<file path="src/rtl/pwm_multi_pkg.sv">
// Shared definitions for the multi-channel PWM: register map, mode encoding
// and the helper that sizes the register address bus.
package pwm_multi_pkg;

    localparam int ADDR_PERIOD = 0;
    localparam int ADDR_MODE   = 1;
    localparam int ADDR_PRESC  = 2;
    localparam int ADDR_DUTY0  = 3;

    typedef enum logic {
        MODE_EDGE   = 1'b0,
        MODE_CENTRE = 1'b1
    } mode_e;

    // Period, mode and prescale sit below the per-channel duty registers.
    function automatic int addr_w(input int channels);
        return $clog2(channels + ADDR_DUTY0);
    endfunction

endpackage

</file>
<file path="src/rtl/pwm_multi_timebase.sv">
// Shared PWM timebase: prescaler, edge/centre counter and the period
// boundary that drives shadow loading and the period_end pulse.
module pwm_multi_timebase
    import pwm_multi_pkg::*;
#(
    parameter int WIDTH   = 16,
    parameter int PRESC_W = 8
) (
    input  logic               CLK,
    input  logic               nRST,
    input  logic               en,
    input  logic [WIDTH-1:0]   period_stg,
    input  logic               mode_stg,
    input  logic [PRESC_W-1:0] presc_stg,
    output logic [WIDTH-1:0]   count,
    output logic               load,
    output logic               period_end
);

    logic [WIDTH-1:0]   period_sh;
    mode_e              mode_sh;
    logic [PRESC_W-1:0] presc_sh;
    logic [PRESC_W-1:0] presc_cnt;
    logic               dir_down;
    logic               tick;
    logic               boundary;

    // NOTE: every variable gets a default first so no path can infer a latch.
    always_comb begin
        tick     = (presc_cnt == presc_sh);
        boundary = 1'b0;
        if (tick) begin
            if (mode_sh == MODE_EDGE)
                boundary = (count >= period_sh);
            else
                boundary = (period_sh == '0) || (dir_down && (count == '0));
        end
    end

    // Shadows are transparent while disabled so the first enabled period
    // already runs with the latest staged values.
    assign load = !en || boundary;

    // NOTE: non-blocking assignments so every register samples pre-edge values.
    always_ff @(posedge CLK or negedge nRST) begin
        if (!nRST) begin
            period_sh  <= '0;
            mode_sh    <= MODE_EDGE;
            presc_sh   <= '0;
            presc_cnt  <= '0;
            count      <= '0;
            dir_down   <= 1'b0;
            period_end <= 1'b0;
        end else if (!en) begin
            period_sh  <= period_stg;
            mode_sh    <= mode_e'(mode_stg);
            presc_sh   <= presc_stg;
            presc_cnt  <= '0;
            count      <= '0;
            dir_down   <= 1'b0;
            period_end <= 1'b0;
        end else begin
            period_end <= boundary;
            if (tick) begin
                presc_cnt <= '0;
                if (boundary) begin
                    period_sh <= period_stg;
                    mode_sh   <= mode_e'(mode_stg);
                    presc_sh  <= presc_stg;
                    dir_down  <= 1'b0;
                    // The trough value was just spent, so a continuing centre
                    // sweep resumes at 1; a mode change restarts from 0.
                    if (mode_sh == MODE_CENTRE && mode_e'(mode_stg) == MODE_CENTRE
                        && period_stg != '0)
                        count <= WIDTH'(1);
                    else
                        count <= '0;
                end else if (mode_sh == MODE_EDGE) begin
                    count <= count + WIDTH'(1);
                end else if (!dir_down) begin
                    if (count >= period_sh) begin
                        dir_down <= 1'b1;
                        count    <= count - WIDTH'(1);
                    end else begin
                        count <= count + WIDTH'(1);
                    end
                end else begin
                    count <= count - WIDTH'(1);
                end
            end else begin
                presc_cnt <= presc_cnt + PRESC_W'(1);
            end
        end
    end

endmodule

</file>
<file path="src/rtl/pwm_multi.sv">
// Multi-channel PWM generator: staged register writes, shadow duties loaded
// at the period boundary, and registered per-channel compare outputs.
module pwm_multi
    import pwm_multi_pkg::*;
#(
    parameter int                  WIDTH    = 16,
    parameter int                  CHANNELS = 4,
    parameter int                  PRESC_W  = 8,
    parameter logic [CHANNELS-1:0] POL_MASK = {CHANNELS{1'b0}}
) (
    input  logic                        CLK,
    input  logic                        nRST,
    input  logic                        EN,
    input  logic                        wr_en,
    input  logic [addr_w(CHANNELS)-1:0] wr_addr,
    input  logic [WIDTH-1:0]            wr_data,
    output logic [CHANNELS-1:0]         pwm_out,
    output logic                        period_end
);

    localparam int AW = addr_w(CHANNELS);

    logic [WIDTH-1:0]    period_stg;
    logic                mode_stg;
    logic [PRESC_W-1:0]  presc_stg;
    logic [WIDTH-1:0]    duty_stg [CHANNELS];
    logic [WIDTH-1:0]    duty_sh  [CHANNELS];
    logic [WIDTH-1:0]    count;
    logic                load;
    logic [CHANNELS-1:0] active;

    // NOTE: the duty arrays are plain flops, not RAM, so they are reset like any register.
    always_ff @(posedge CLK or negedge nRST) begin
        if (!nRST) begin
            period_stg <= '0;
            mode_stg   <= 1'b0;
            presc_stg  <= '0;
            for (int i = 0; i < CHANNELS; i++)
                duty_stg[i] <= '0;
        end else if (wr_en) begin
            if (wr_addr == AW'(ADDR_PERIOD)) period_stg <= wr_data;
            if (wr_addr == AW'(ADDR_MODE))   mode_stg   <= wr_data[0];
            if (wr_addr == AW'(ADDR_PRESC))  presc_stg  <= wr_data[PRESC_W-1:0];
            for (int i = 0; i < CHANNELS; i++)
                if (wr_addr == AW'(ADDR_DUTY0 + i))
                    duty_stg[i] <= wr_data;
        end
    end

    pwm_multi_timebase #(
        .WIDTH   (WIDTH),
        .PRESC_W (PRESC_W)
    ) u_timebase (
        .CLK        (CLK),
        .nRST       (nRST),
        .en         (EN),
        .period_stg (period_stg),
        .mode_stg   (mode_stg),
        .presc_stg  (presc_stg),
        .count      (count),
        .load       (load),
        .period_end (period_end)
    );

    // A write landing on the load edge is seen here as the old staging value.
    always_ff @(posedge CLK or negedge nRST) begin
        if (!nRST) begin
            for (int i = 0; i < CHANNELS; i++)
                duty_sh[i] <= '0;
        end else if (load) begin
            for (int i = 0; i < CHANNELS; i++)
                duty_sh[i] <= duty_stg[i];
        end
    end

    always_comb begin
        active = '0;
        for (int i = 0; i < CHANNELS; i++)
            active[i] = (count < duty_sh[i]);
    end

    always_ff @(posedge CLK or negedge nRST) begin
        if (!nRST)
            pwm_out <= POL_MASK;
        else
            pwm_out <= (EN ? active : '0) ^ POL_MASK;
    end

endmodule

</file>
<file path="config.mk">
export PLATFORM = sky130hd
export DESIGN_NAME = pwm_multi
export DESIGN_NICKNAME = d
export VERILOG_FILES = /design/src/rtl/pwm_multi_pkg.sv /design/src/rtl/pwm_multi_timebase.sv /design/src/rtl/pwm_multi.sv
export SDC_FILE = /design/constraint.sdc
export NUM_CORES = 1
export LEC_CHECK = 0
export CORE_ASPECT_RATIO = 2
export CORE_MARGIN = 1
export CORE_UTILIZATION = 45
export CTS_BUF_LIST = sky130_fd_sc_hd__clkbuf_16
export DETAILED_ROUTE_END_ITERATION = 12
export GPL_TIMING_DRIVEN = 0
export SYNTH_ARGS = -nofsm -noshare
export SYNTH_HDL_FRONTEND = slang
export SYNTH_SLANG_ARGS = --single-unit
</file>
<file path="constraint.sdc">
create_clock -name CLK -period 3 [get_ports CLK]
set_input_delay 0.3 -clock CLK [delete_from_list [all_inputs] [get_ports CLK]]
set_output_delay 0.3 -clock CLK [all_outputs]
set_load 0.1 [all_outputs]
</file>
## Word-level counts from Yosys, hierarchy flattened

Index checks and enable logic that the tools add are counted.
Widths: inputs -> output; s select.

- Reduce and logical (&&, ||, !) cells: 19
- $lt $le $gt $ge: 5
- Multiplexer cells: 28
- Divide/modulo/power cells: 0
- Bitwise operators: 0
- Shifts and indexed selects: 0
- Multipliers: 0
- $add $sub $neg: 3
- Equal/unequal tests: 10

Operator list:

| kind | number |
|---|---|
| $mux 16 | 9 |
| $lt 16x16->1 | 4 |
| $mux 8 | 5 |
| $logic_not 16->1 | 2 |
| $reduce_and 2->1 | 9 |
| $add 16x1->16 const B | 1 |
| $ge 16x16->1 | 1 |
| $reduce_bool 16->1 | 1 |
| $sub 16x1->16 const B | 1 |
| $mux 1 | 13 |
| $eq 3x3->1 const B | 3 |
| $add 8x1->8 const B | 1 |
| $eq 8x8->1 | 1 |
| $eq 3x2->1 const B | 2 |
| $mux 4 | 1 |
| $ne 2x1->1 const B | 2 |
| $eq 3x1->1 const B | 1 |
| $logic_and 1x1->1 | 3 |
| $logic_not 3->1 | 1 |
| $ne 3x1->1 const B | 1 |
| $logic_or 1x1->1 | 2 |
| $logic_not 1->1 | 1 |

- Bits in writable memories: 0
- ROM bits: 0
- Output and inout port bits: 5
- Word-level logic and storage cells: 84
- Register bits: 208
- Memories kept: 0
- Input bits: 23
- Latch bits: 0

## Depth between registers and ports, before layout

Gate-level depths: netlist (run 1).

- Depth in word-level cells: 8
- Gate-level depth with buffers: 12
- Mapped depth without buffers: 10

## By module

Synthesis (run 1) repeated with hierarchy kept, for this count alone.

- Cells, all modules: 963
- Area total of the unflattened synthesis: 10,375.0 µm²

By module, submodules not included:

| module | sequential area each (µm²) | area each (µm²) | cells an instance | instances |
|---|---|---|---|---|
| pwm_multi | 3,928.8 | 7,244.4 | 607 | 1 |
| pwm_multi_timebase | 1,276.2 | 3,130.5 | 356 | 1 |

## Least setup slack after synthesis (run 1)

Ideal clock, no wire load.

- Path kind: reg2reg
- Start point: register u_timebase.count[5]
- End point: register u_timebase.count[11]
- Required time: 2.918 ns
- Path slack: 0.321 ns
- Library setup time: 0.082 ns
- Clock period less this slack: 2.679 ns
- Cell stages (with the launch flop): 10
- Buffers on the path: 0
- Arrival: 2.597 ns
- Path through: dfrtp_1 > ha_1 > a211o_1 > o211ai_1 > o311ai_1 > a211o_1 > o21ai_4 > mux2_2 > or2_1 > a31oi_1

- Cells in the longest elaborated chain, start to end: 8
- Elaborated cells between the ends (all ways): 14
- Those cells by class: add/sub: 2; order compare: 1; mux: 8; reduce/logical: 3

RTL lines:

| item | line | RTL |
|---|---|---|
| start: declaration | pwm_multi_timebase.sv:15 | `output logic [WIDTH-1:0] count,` |
| start signal: assignment | pwm_multi_timebase.sv:79 | `count <= count + WIDTH'(1);` |
| start signal: assignment | pwm_multi_timebase.sv:83 | `count <= count - WIDTH'(1);` |
| start signal: assignment | pwm_multi_timebase.sv:85 | `count <= count + WIDTH'(1);` |
| parallel branches: the longest is 5 deep, another holds $add 16x1->16 | -- |  |
| $mux 16 (*) | pwm_multi_timebase.sv:66 | `if (boundary) begin` |
| $mux 16 (*) | pwm_multi_timebase.sv:64 | `if (tick) begin` |
| $mux 16 (*) | pwm_multi_timebase.sv:54 | `end else if (!en) begin` |

Mark *: on every way between the ends. The select of a mux whose other input is x is not followed.
A chain may end at the register's enable or synchronous reset.

## Final worst setup path (run 1)

- Start point: register u_timebase.count[8]
- End point: register duty_sh[63] in the netlist's numbering

- Cells in the longest elaborated chain, start to end: 6
- Elaborated cells between the ends (all ways): 7
- Those cells by class: order compare: 1; mux: 2; reduce/logical: 4

RTL lines:

| item | line | RTL |
|---|---|---|
| parallel branches: the longest is 3 deep, another holds $ge 16x16->1 | -- |  |
| $mux 1 (*) | pwm_multi_timebase.sv:33 | `if (mode_sh == MODE_EDGE)` |
| $mux 1 (*) | pwm_multi_timebase.sv:32 | `if (tick) begin` |
| $logic_or 1x1->1 (*) | pwm_multi_timebase.sv:42 | `assign load = !en \|\| boundary;` |
| end signal: indexed assignment | pwm_multi.sv:72 | `duty_sh[i] <= duty_stg[i];` |
| end: declaration | pwm_multi.sv:27 | `logic [WIDTH-1:0] duty_sh [CHANNELS];` |

Mark *: on every way between the ends.

==> results of run 1 <==
## cell type report
class / count / area (µm²) / area share (%)
Sequential cell: 208 / 5230 / 44.5
Tap cell: 276 / 345 / 2.94
Inverter: 86 / 323 / 2.74
Clock inverter: 14 / 68.8 / 0.585
Timing Repair Buffer: 45 / 423 / 3.60
Buffer: 33 / 234 / 1.99
Clock buffer: 21 / 526 / 4.47
Multi-Input combinational cell: 596 / 4610 / 39.2
## what timing repair did
item,CTS,global route
hold buffers,1,0
buffers inserted,2,14
cloned,0,1
hold endpoints to repair,102,0
gates resized for setup,17,23
endpoints found under the setup margin,94,104
pin swaps,1,4
## per-layer routing
| layer | global-route usage, % | part of all wire, % | vias up |
|---|---|---|---|
| met3 | 2.51 | 2.6 | 43 |
| met5 | 0 | 0 | - |
| met1 | 27.7 | 41 | 3573 |
| met4 | 7.97 | 2.5 | 0 |
| met2 | 41.2 | 54 | 89 |
| li1 | - | - | 3383 |
## layout by cell type (no fill, tap or decap), drive strengths merged, types with 11 or more instances in the layout
master	n
a21oi	27
and3	11
nand2b	12
clkdlybuf4s50	24
o21ai	90
buf	41
nand3	17
a31oi	14
nor2	15
nand4	16
clkbuf	33
nor4	13
nand2	90
inv	92
mux2	104
ha	80
dfrtp	208
a21o	28
## registers in the layout (all words and copies together) (netlist names), 8 cells and up
signal	cells
duty_sh	64
duty_stg	64
period_stg	16
presc_stg	8
u_timebase.count	16
u_timebase.period_sh	16
u_timebase.presc_cnt	8
u_timebase.presc_sh	8
## critical path: cells and delay by family (launching register included)
kind	cells	cell delay (ns)
AOI/OAI and AO/OA	4	0.79
buffers and inverters	2	0.39
and+or+nand+nor	4	1.01
DFF	1	0.59
## stage by stage
stage / cells / util (%) / total power, mW / cell area (µm²) / hold WS [ns]
3_3_place_gp: 1224 / 48.8 / 5.20 / 10900 / 0.455
3_5_place_dp: 1226 / 49.0 / 5.26 / 10900 / 0.422
5_1_grt: 1279 / 52.8 / 8.12 / 11800 / 0.359
4_1_cts: 1264 / 51.9 / 7.68 / 11600 / 0.313
6_report: 1279 / 52.8 / 7.66 / 11800 / 0.344
2_1_floorplan: 923 / - / 4.75 / 10300 / 0.00441
## cell usage after synthesis, types with 2 or more instances
cell type | count | area [µm²]
sky130_fd_sc_hd__or4_1 | 4 | 30.0
sky130_fd_sc_hd__nand4b_1 | 3 | 26.3
sky130_fd_sc_hd__nor4_1 | 12 | 75.1
sky130_fd_sc_hd__o31ai_1 | 2 | 15.0
sky130_fd_sc_hd__o21ai_0 | 25 | 125
sky130_fd_sc_hd__o211a_1 | 2 | 20.0
sky130_fd_sc_hd__o21ai_2 | 2 | 17.5
sky130_fd_sc_hd__nand2_1 | 90 | 338
sky130_fd_sc_hd__nor3_1 | 8 | 40.0
sky130_fd_sc_hd__or3_1 | 3 | 18.8
sky130_fd_sc_hd__and3_1 | 11 | 68.8
sky130_fd_sc_hd__o211ai_1 | 3 | 22.5
sky130_fd_sc_hd__nor2_1 | 15 | 56.3
sky130_fd_sc_hd__ha_1 | 80 | 1000
sky130_fd_sc_hd__xnor2_1 | 9 | 78.8
sky130_fd_sc_hd__o21ai_1 | 62 | 310
sky130_fd_sc_hd__or2_2 | 5 | 31.3
sky130_fd_sc_hd__inv_1 | 86 | 323
sky130_fd_sc_hd__buf_4 | 11 | 82.6
sky130_fd_sc_hd__nor3b_1 | 2 | 15.0
sky130_fd_sc_hd__xor2_1 | 6 | 52.6
sky130_fd_sc_hd__mux2_1 | 3 | 33.8
sky130_fd_sc_hd__nand4_1 | 16 | 100
sky130_fd_sc_hd__dfrtp_1 | 208 | 5200
sky130_fd_sc_hd__a221o_1 | 4 | 40.0
sky130_fd_sc_hd__buf_6 | 4 | 45.0
sky130_fd_sc_hd__o21ba_2 | 2 | 20.0
sky130_fd_sc_hd__nor2b_1 | 2 | 12.5
sky130_fd_sc_hd__clkbuf_1 | 11 | 41.3
sky130_fd_sc_hd__a211o_1 | 4 | 35.0
sky130_fd_sc_hd__mux2_2 | 101 | 1140
sky130_fd_sc_hd__a21o_1 | 28 | 210
sky130_fd_sc_hd__buf_2 | 6 | 30.0
sky130_fd_sc_hd__a21oi_1 | 27 | 135
sky130_fd_sc_hd__nand2b_1 | 12 | 75.1
sky130_fd_sc_hd__a31oi_1 | 14 | 87.6
sky130_fd_sc_hd__nand3_1 | 17 | 85.1
sky130_fd_sc_hd__mux2i_1 | 10 | 100
## final timing paths
kind                                           from                   to  slack (ns)
worst max-delay path            u_timebase.count[8]          duty_sh[63]        0.13
worst min-delay path                     wr_addr[1]             mode_stg        0.34
worst max register to register  u_timebase.count[8]          duty_sh[63]        0.13
worst min register to register         duty_stg[56]          duty_sh[56]        0.47
max in group asynchronous                      nRST  u_timebase.count[8]        1.50
min in group asynchronous                      nRST          duty_stg[8]        0.42
## cells by family after synthesis
| group | after synthesis | share of synthesized area (%) |
|---|---|---|
| muxes | 114 | 12.4 |
| adders and majority gates | 80 | 9.75 |
| xor gates and xnor gates | 15 | 1.28 |
| and+or+nand+nor | 205 | 9.89 |
| buffers and inverters | 119 | 5.12 |
| AOI/OAI and AO/OA | 182 | 10.8 |
| DFF | 208 | 50.7 |
## power groups by stage
stage | Combinational, mW | Sequential, mW | Clock (mW)
2_1_floorplan | 1.11 | 3.64 | 0
3_3_place_gp | 1.49 | 3.71 | 0
3_5_place_dp | 1.55 | 3.71 | 0
4_1_cts | 1.57 | 3.67 | 2.44
5_1_grt | 1.85 | 3.72 | 2.55
6_report | 1.63 | 3.65 | 2.38
==> impl_summary.md, run 1 <==
Pwr
The switching power is 2.27 mW. For this design the static power due to leakage is 5.69 nW. The power share of the clock group is 31.0%. The power density over the cells is 651 nW/µm².

The peak supply drop is 0.425 mV. Internal power comes to 5.39 mW. Sequential cells burn 47.7% of the power.

In this run switching power makes up 29.7% of total power. The combinational cell fraction of total power is 21.3%.

Worst setup path
The maximum fanout along the worst path is 12. The startpoint class of the critical path is a register. On the worst path, the slowest cell contributes a delay of 0.59 ns. For the worst flop-to-flop path, the logic depth is 10. Data arrives at the worst endpoint at 3.31 ns. At the worst endpoint, the required time is 3.44 ns. On the critical path, the stage with the largest delay is an instance of sky130_fd_sc_hd__dfrtp_4. Walking the worst path, the cells encountered are nor4_4, nand2_1, or3_1, o311ai_4, o21ai_4, o21ai_4, buf_6, buf_4, nand2_1, o21ai_1. The capturing element type of the critical path is a register. The category of the critical setup timing path is reg -> reg.

Timing
The final critical-path setup slack is 0.128 ns. The final hold violation count is 0. After routing, the total negative slack on setup checks comes to 0 ns. The worst pin sits at a relative slew slack of 18.9%.

Static timing analysis puts the maximum clock frequency at 0.348 GHz. The final cycle utilization of the critical path is 95.7%. At the pin with the least slew margin, the transition time is 1.21 ns. The number of pins with negative max-slew slack in the final report is 0. The clock arrives with 0.0146 ns of skew. The clock period could shrink to 2.87 ns.

The number of endpoints failing setup at the final stage is 0.

Placement
Summed over all nets, the half-perimeter wirelength after detailed placement is 17700 µm. In this run the tool buffered the top-level ports with 25 buffer cells. The routability-driven placement congestion ratio is 0.840. Before CTS, the worst setup slack after placement is -0.285 ns.

GRT
The pin count of the biggest net entering global routing is 107. For this run the aggregate overflow at the end of global routing stands at 0. The initial antenna violation count is 0. The number of global-route vias before repair is 7215. The total track usage is 22.9%. The global-route wire length before repair is 40300 µm.

Clock network
TritonCTS built the clock tree. The later-pin clock latency in the skew report is 0.51 ns. The clock root buffer is sky130_fd_sc_hd__clkbuf_16. Counting every sink on the clock net gives 208. Buffers inserted during clock tree synthesis total 21.

The maximum buffer depth of the clock tree is 3. In this run the number of H-tree levels came out at 1. The clock slew at the register clock pins of the worst setup and hold paths is 0.06 ns.

Synthesis
The post-synthesis net count is 1026. The Yosys step of the flow raised 0 warnings. Among all flip-flop cells after synthesis, the most frequent one is sky130_fd_sc_hd__dfrtp_1. The mapped netlist covers 10300 µm². Yosys mapped a number of flops with a built-in enable equal to 0. Counting flops and latches in the post-synthesis netlist gives 208. In this run the mean area of a mapped cell was 11.1 µm². The cell count after synthesis came out at 923.

The number of distinct standard cells referenced by the synthesized netlist is 51. In the synthesized netlist the async set-or-reset flop fraction comes to 100%. The portion of the post-synthesis area used by sequential elements is 50.7%.

Layout
The post-route netlist has 20.0% of its cells at a drive strength greater than 1. The count of antenna diodes in the layout is 0. The number of nets in the layout is 1094. The layout overhead on the synthesized area is 14.6%.

The filler cell count in the final layout is 1996.

Detailed routing
In the final routed layout, each cell accounts on average for 19.6 µm. In the routed layout, each cell is associated on average with a via count of 5.54. The iteration count of the initial detailed-routing pass is 4. The number of antenna-violating nets in the routed design is 0.

The routed layout has 7088 vias. For this block, the initial DRC count from the detailed router was 418. The total routed wirelength is 25100 µm. The count of unresolved DRC violations after routing is 0.

Floorplanning
During I/O placement, the number of pins put on the boundary was 28. The number of standard-cell rows in the floorplan is 77. The die is 109 µm wide.

The die covers 23400 µm². From bottom edge to top edge, the die measures 216 µm. The total area inside the core boundary comes to 22300 µm².

The effective utilization at floorplan is 46.1%.

Hold path
The worst hold path stage count is 3. The min-delay analysis places its worst path in the category in -> reg.

Flow run
Across the run, the number of max-cap violations was 0.

Run status
The run finished with clean final reports.
Note: power is estimated with default switching activity, not from simulation.
==> inputs of run 2 (changes only) <==
--- a/config.mk
+++ b/config.mk
@@ -5,7 +5,7 @@
 export SDC_FILE = /design/constraint.sdc
 export NUM_CORES = 1
 export LEC_CHECK = 0
-export CORE_ASPECT_RATIO = 2
+export CORE_ASPECT_RATIO = 1.2
 export CORE_MARGIN = 1
 export CORE_UTILIZATION = 45
 export CTS_BUF_LIST = sky130_fd_sc_hd__clkbuf_16
==> constraint.sdc (replaced) <==
create_clock -name CLK -period 3.4 [get_ports CLK]
set_input_delay 0.34 -clock CLK [delete_from_list [all_inputs] [get_ports CLK]]
set_output_delay 0.34 -clock CLK [all_outputs]
set_load 0.005 [all_outputs]
==> impl_summary.md, run 2 (same netlist as run 1, synthesis figures left out) <==
Run status
The flow ran to the end, and the final reports show no timing, DRC or antenna violations.

Clock network
The clock slew at the register clock pins of the worst setup and hold paths is 0.06 ns (about the same). The H-tree level count is 1 (unchanged). The maximum buffer depth of the clock tree was 3 (unchanged). The number of clock sinks is 208 (unchanged). The clock root buffer is sky130_fd_sc_hd__clkbuf_16. TritonCTS built the clock tree. The number of buffers created by CTS was 23 (+9.5%). The later-pin clock latency in the skew report is 0.52 ns (about the same).

Pwr
The register share of total power was 47.3% (-0.4 points). The switching share of power is 28.4% (-1.2 points). The static leakage is 5.66 nW (-0.53%).

The power density over the cells was 588 nW/µm² (-9.6%). The peak supply drop is 0.344 mV (-19%). The switching power came to 1.94 mW (-14%).

The power share of the clock group came to 33.4% (+2.4 points). The internal power of the cells is 4.89 mW (-9.2%). The total power came to 6.83 mW (-11%). The combinational cell fraction of total power is 19.3% (-2.0 points).

GRT
The global-route wire length before repair is 39500 µm (-2.1%). The initial antenna violation count was 0 (unchanged). The total track usage is 21.7% (-1.2 points). The number of global-route vias before repair is 6995 (-3.0%).

The pin count of the biggest net entering global routing is 87 (-19%). The remaining global-route overflow is 0 (unchanged).

Timing
Setup repair after global routing left no endpoint under its margin. The slew at the pin closest to its max-slew limit was 1.31 ns (+0.0980 ns). The maximum clock rate is 0.316 GHz (-9.2%). The shortest clock period the worst path allows after layout is 3.16 ns (+0.290 ns).

The number of pins with negative max-slew slack in the final report is 0 (unchanged). The final hold violation count is 0 (unchanged). The final critical-path setup slack is 0.237 ns (+0.110 ns).

The largest clock skew in the final design is 0.0244 ns (+0.00972 ns). The number of endpoints failing setup at the final stage is 0 (unchanged). The worst slew margin relative to its limit is 11.9% (-7.0 points). The final cycle utilization of the critical path is 93.0% (-2.7 points).

Flow run
The number of max-capacitance violations reported is 0 (unchanged).

Floorplanning
The area of the core is 22400 µm² (+0.52%). The I/O pin count is 28 (unchanged). The number of standard-cell rows in the floorplan is 60 (-22%). The die span in y is 167 µm (-22%). The die boundary width is 140 µm (+29%). The total die area is 23400 µm² (-0.15%).

The effective utilization at floorplan is 45.9% (-0.24 points).

Detailed routing
The total routed wirelength came to 24200 µm (-3.8%). The detailed route wirelength on metal2 came to 11300 µm (-17%). The mean number of vias per cell is 5.48 (-1.1%). The wire length on met1 is 11600 µm (+13%). The sum of met3 wire segment lengths after detailed routing is 744 µm (+12%).

The total vias in the final route was 6948 (-2.0%). The iteration count of the initial detailed-routing pass is 4 (unchanged). The count of unresolved DRC violations after routing is 0 (unchanged). The violation count after the first detailed-routing iteration is 395 (-5.5%). The per-cell routed wire length is 19.1 µm (-2.9%). The number of antenna-violating nets in the routed design came to 0 (unchanged).

In this run the top signal layer used is met4.

Layout
In the layout the commonest cells are sky130_fd_sc_hd__dfrtp_1 (205), sky130_fd_sc_hd__mux2_2 (101), sky130_fd_sc_hd__inv_1 (96). The library cell used most frequently in the layout, excluding fill and tap cells, is sky130_fd_sc_hd__dfrtp_1. The share of final-layout standard cells stronger than drive strength 1 is 17.0% (-3.1 points). The non-filler instance count after layout is 1268 (-0.86%).

The number of nets in the layout is 1079 (-1.4%). The filler cell count in the final layout is 2034 (+1.9%). The count of antenna diodes in the layout is 0 (unchanged). The area occupied by multi-input gates is 4540 µm² (-1.6%). In the final layout, the registers with the most flip-flops are duty_sh: 64 flops, duty_stg: 64 flops.

The sequential cell area in the final layout came to 5210 µm² (-0.36%). The post-layout utilization of the core came to 51.9% (-0.95 points). The layout overhead on the synthesized area is 13.1%.

Placement
The routability-driven placement congestion ratio is 0.806 (-4.0%). The number of cells in the design after placement came to 1229 (+0.24%). The count of port buffers added during placement is 25 (unchanged). The total half-perimeter wirelength after legalization and detailed placement came to 16700 µm (-5.7%).

The setup slack at placement was 0.119 ns (+0.404 ns).

Worst setup path
The worst-case reg-to-reg path depth was 10 (unchanged). The endpoint identified for the worst register-to-register timing path is u_timebase.count[11]. The startpoint class of the critical path is a register.

The worst register-to-register path begins at u_timebase.count[5]. The category of the critical setup timing path is reg -> reg. The maximum fanout along the worst path came to 12 (unchanged). The worst setup path is captured at a register. The data required time of the worst path was 3.82 ns (+0.38 ns).

The register-to-register path setup slack is 0.24 ns (+0.11 ns). The data arrival time of the critical path is 3.59 ns (+0.28 ns).

Hold path
The path class of the tightest hold or removal check is in -> async.
[run 2: what timing repair did]
item                                   4_1_cts  5_1_grt
gates resized for setup                      0        4
setup endpoints to repair                    0       12
setup buffers                                0        0
hold buffers                                 1        0
endpoints found under the hold margin       58        0
[run 2: how the worst max path moves through the flow]
stage | from | to | depth (start not counted)
finish | u_timebase.count[5] | u_timebase.count[11] | 10
global route | u_timebase.count[8] | u_timebase.count[9] | 9
CTS | u_timebase.count[5] | u_timebase.count[11] | 10
detailed placement | u_timebase.count[5] | u_timebase.count[11] | 10
global placement | nRST | u_timebase.presc_cnt[2] | 1
floorplan | u_timebase.count[5] | u_timebase.count[11] | 9
[run 2: final cells by class]
class / count / share of cell area, %
multi-input cells: 596 / 39.1
well taps: 279 / 3.01
flip-flops and latches: 208 / 44.9
repair buffers: 28 / 2.76
clock buffers: 23 / 4.96
inverters: 86 / 2.78
clock inverters: 15 / 0.787
plain buffers: 33 / 1.75
[run 2: through the flow]
step	setup TNS, ns	hold WS, ns	cell area [µm²]
floorplan	0	0.0444	10300
global placement	-1451.95	0.453	10900
detailed placement	0	0.312	10900
CTS	0	0.375	11600
global route	0	0.405	11600
finish	0	0.354	11600
[run 2: critical path, stage by stage, from the launching register on]
cell and delay [ns]:
sky130_fd_sc_hd__dfrtp_2 0.54, sky130_fd_sc_hd__ha_1 0.37, sky130_fd_sc_hd__a211o_1 0.30, sky130_fd_sc_hd__o211ai_1 0.09
sky130_fd_sc_hd__o311ai_1 0.15, sky130_fd_sc_hd__a211o_1 0.40, sky130_fd_sc_hd__o21ai_2 0.23, sky130_fd_sc_hd__nand3_1 0.28
sky130_fd_sc_hd__buf_2 0.32, sky130_fd_sc_hd__or2_1 0.25, sky130_fd_sc_hd__a31oi_1 0.15
[run 2: layer usage]
| layer | vias to the layer above | track usage, % |
|---|---|---|
| met1 | 3464 | 30.3 |
| li1 | 3351 | - |
| met4 | 0 | 6.02 |
| met5 | - | 0 |
| met2 | 100 | 35.7 |
| met3 | 33 | 2.66 |
[run 2: power by group through the flow]
stage / logic (mW) / registers [mW] / clock network (mW)
after global routing: 1.51 / 3.29 / 2.42
after global placement: 1.28 / 3.27 / 0
after detailed placement: 1.32 / 3.27 / 0
after CTS: 1.34 / 3.23 / 2.32
after floorplan: 0.976 / 3.18 / 0
final: 1.32 / 3.23 / 2.28
==> inputs of run 3 (changes only) <==
--- a/config.mk
+++ b/config.mk
@@ -5,12 +5,13 @@
 export SDC_FILE = /design/constraint.sdc
 export NUM_CORES = 1
 export LEC_CHECK = 0
-export CORE_ASPECT_RATIO = 1.2
+export CORE_ASPECT_RATIO = 0.5
 export CORE_MARGIN = 1
 export CORE_UTILIZATION = 45
 export CTS_BUF_LIST = sky130_fd_sc_hd__clkbuf_16
 export DETAILED_ROUTE_END_ITERATION = 12
 export GPL_TIMING_DRIVEN = 0
+export HOLD_SLACK_MARGIN = 0.1
 export SYNTH_ARGS = -nofsm -noshare
 export SYNTH_HDL_FRONTEND = slang
 export SYNTH_SLANG_ARGS = --single-unit
==> impl_summary.md, run 3 (same netlist as run 1, synthesis figures left out) <==
Timing
The maximum clock rate is 0.308 GHz (-2.7%). The largest clock skew in the final design is 0.0227 ns (-0.00164 ns). Setup repair after global routing left no endpoint under its margin. The worst slew margin relative to its limit is 6.32% (-5.5 points).

The final critical-path setup slack is 0.150 ns (-0.0876 ns). The final cycle utilization of the critical path is 95.6% (+2.6 points). The shortest clock period the worst path allows after layout is 3.25 ns (+0.0876 ns). The final hold violation count is 0 (unchanged).

The slew at the pin closest to its max-slew limit is 1.39 ns (+0.0826 ns). The number of endpoints failing setup at the final stage is 0 (unchanged). The number of pins with negative max-slew slack in the final report is 0 (unchanged).

Hold path
The end point of the most critical hold path is mode_stg. The worst hold path stage count is 3. The start point of the worst min-delay path is wr_addr[0].

In this run the worst hold path is classified as in -> reg.

Pwr
The power density over the cells is 586 nW/µm² (-0.48%). The peak supply drop is 0.310 mV (-10%). The static leakage is 5.61 nW (-0.82%).

GRT
The initial antenna violation count is 0 (unchanged). The global-route wire length before repair is 40800 µm (+3.3%). The total track usage was 22.9% (+1.2 points). The remaining global-route overflow came to 0 (unchanged). The pin count of the biggest net entering global routing is 116 (+33%). The number of global-route vias before repair was 7204 (+3.0%).

Layout
The share of final-layout standard cells stronger than drive strength 1 is 17.2% (+0.24 points). The largest registers in the layout are duty_sh: 64 flops, duty_stg: 64 flops. The area occupied by multi-input gates is 4560 µm² (+0.41%).

The count of antenna diodes in the layout came to 0 (unchanged). The sequential cell area in the final layout is 5210 µm² (unchanged). The library cell used most frequently in the layout, excluding fill and tap cells, is sky130_fd_sc_hd__dfrtp_1. The non-filler instance count after layout is 1287 (+1.5%). The layout overhead on the synthesized area is 12.9%. The filler cell count in the final layout came to 1961 (-3.6%).

In the layout the commonest cells are sky130_fd_sc_hd__dfrtp_1 (205), sky130_fd_sc_hd__mux2_2 (101), sky130_fd_sc_hd__nand2_1 (90). The number of nets in the layout is 1076 (-0.28%).

Clock network
The later-pin clock latency in the skew report is 0.51 ns (about the same). The clock root buffer is sky130_fd_sc_hd__clkbuf_16. The maximum buffer depth of the clock tree was 3 (unchanged). The TritonCTS clock tree is done. The number of clock sinks is 208 (unchanged). The H-tree level count was 1 (unchanged). The number of buffers created by CTS is 21 (-8.7%).

The clock slew at the register clock pins of the worst setup and hold paths is 0.06 ns (about the same).

Detailed routing
The total routed wirelength came to 25500 µm (+5.5%). The per-cell routed wire length is 19.8 µm (+3.9%). The mean number of vias per cell is 5.54 (+1.1%). The number of antenna-violating nets in the routed design is 0 (unchanged). The iteration count of the initial detailed-routing pass came to 5 (+1).

The count of unresolved DRC violations after routing was 0 (unchanged). The total vias in the final route came to 7133 (+2.7%). The violation count after the first detailed-routing iteration is 712 (+80%).

Worst setup path
The capture instance of the worst register-to-register path is u_timebase.count[11]. The maximum fanout along the worst path was 10 (-2). The register-to-register path setup slack is 0.15 ns (-0.09 ns). The launching point of the worst reg2reg path is u_timebase.count[2]. The data arrival time of the critical path was 3.68 ns (+0.09 ns). The worst-case reg-to-reg path depth is 10 (unchanged).

The category of the critical setup timing path is reg -> reg. STA classifies the critical path startpoint as a register. The data required time of the worst path is 3.83 ns (about the same). The capturing element type of the critical path is a register.

Floorplanning
The I/O pin count is 28 (unchanged). The die span in y was 109 µm (-35%). The total die area is 23400 µm² (+0.15%). The die boundary width was 216 µm (+54%). The area of the core came to 22000 µm² (-1.6%).

The effective utilization at floorplan is 46.6% (+0.75 points). The number of standard-cell rows in the floorplan came to 38 (-37%).

Placement
The total half-perimeter wirelength after legalization and detailed placement is 17800 µm (+6.5%). The setup slack at placement came to 0.0244 ns (-0.0943 ns). The count of port buffers added during placement came to 25 (unchanged). The number of cells in the design after placement is 1249 (+1.6%). The routability-driven placement congestion ratio is 0.850 (+5.5%).

Flow run
The number of max-capacitance violations reported was 0 (unchanged).

Run status
The flow ran to the end, and the final reports show no timing, DRC or antenna violations.
run 3: through the flow:
stage          setup TNS [ns]  power (mW)  hold slack (ns)  instance area [µm²]  util [%]
2_1_floorplan               0        4.15           0.0444                10300         -
3_3_place_gp         -1399.80        4.55            0.456                10900      49.5
3_5_place_dp                0        4.62            0.419                10900      49.6
4_1_cts                     0        6.83            0.392                11600      52.5
5_1_grt                     0        7.19            0.428                11600      52.6
6_report                    0        6.79            0.404                11600      52.6
run 3: cell type report:
class                           count  share of cell area, %
Sequential cell                   208                   45.0
Multi-Input combinational cell    596                   39.3
Clock buffer                       21                   4.54
Tap cell                          300                   3.24
Inverter                           86                   2.79
Timing Repair Buffer               27                   2.53
Buffer                             33                   1.75
Clock inverter                     16                  0.864
run 3: worst max path at each step:
stage | from | end | slack, ns | cells past startpoint
floorplan | u_timebase.count[5] | u_timebase.count[11] | 0.72 | 9
global placement | nRST | pwm_out[0] | -6.76 | 1
detailed placement | u_timebase.count[0] | u_timebase.count[13] | 0.02 | 11
CTS | u_timebase.count[0] | u_timebase.count[13] | 0.01 | 11
global route | u_timebase.count[0] | u_timebase.count[11] | 0.00002 | 11
finish | u_timebase.count[2] | u_timebase.count[11] | 0.15 | 10
run 3: repair_timing:
action / 4_1_cts / 5_1_grt
endpoints found under the hold margin: 93 / 0
hold buffers: 1 / 0
buffers inserted: 0 / 0
setup endpoints to repair: 0 / 88
gates resized for setup: 0 / 7
run 3: critical path, stage by stage, from the launching register on:
cell                       delay [ns]
sky130_fd_sc_hd__dfrtp_2         0.50
sky130_fd_sc_hd__ha_1            0.34
sky130_fd_sc_hd__a211o_1         0.29
sky130_fd_sc_hd__a31oi_1         0.18
sky130_fd_sc_hd__o311ai_1        0.13
sky130_fd_sc_hd__a211o_1         0.40
sky130_fd_sc_hd__o21ai_2         0.28
sky130_fd_sc_hd__nand3_1         0.29
sky130_fd_sc_hd__buf_2           0.34
sky130_fd_sc_hd__or2_1           0.25
sky130_fd_sc_hd__a31oi_1         0.17
run 3: where the power goes:
| group | switching (mW) | internal [mW] | total, mW |
|---|---|---|---|
| sequential | 0.283 | 2.95 | 3.23 |
| combinational | 0.721 | 0.643 | 1.36 |
| clock | 0.986 | 1.20 | 2.19 |
run 3: metal layers:
| layer | vias to the layer above | track usage, % | wire length, µm |
|---|---|---|---|
| li1 | 3341 | - | - |
| met1 | 3599 | 34.8 | 13300 |
| met2 | 168 | 34.0 | 10400 |
| met3 | 25 | 5.08 | 1450 |
| met4 | 0 | 3.24 | 297 |
| met5 | - | 0 | 0 |
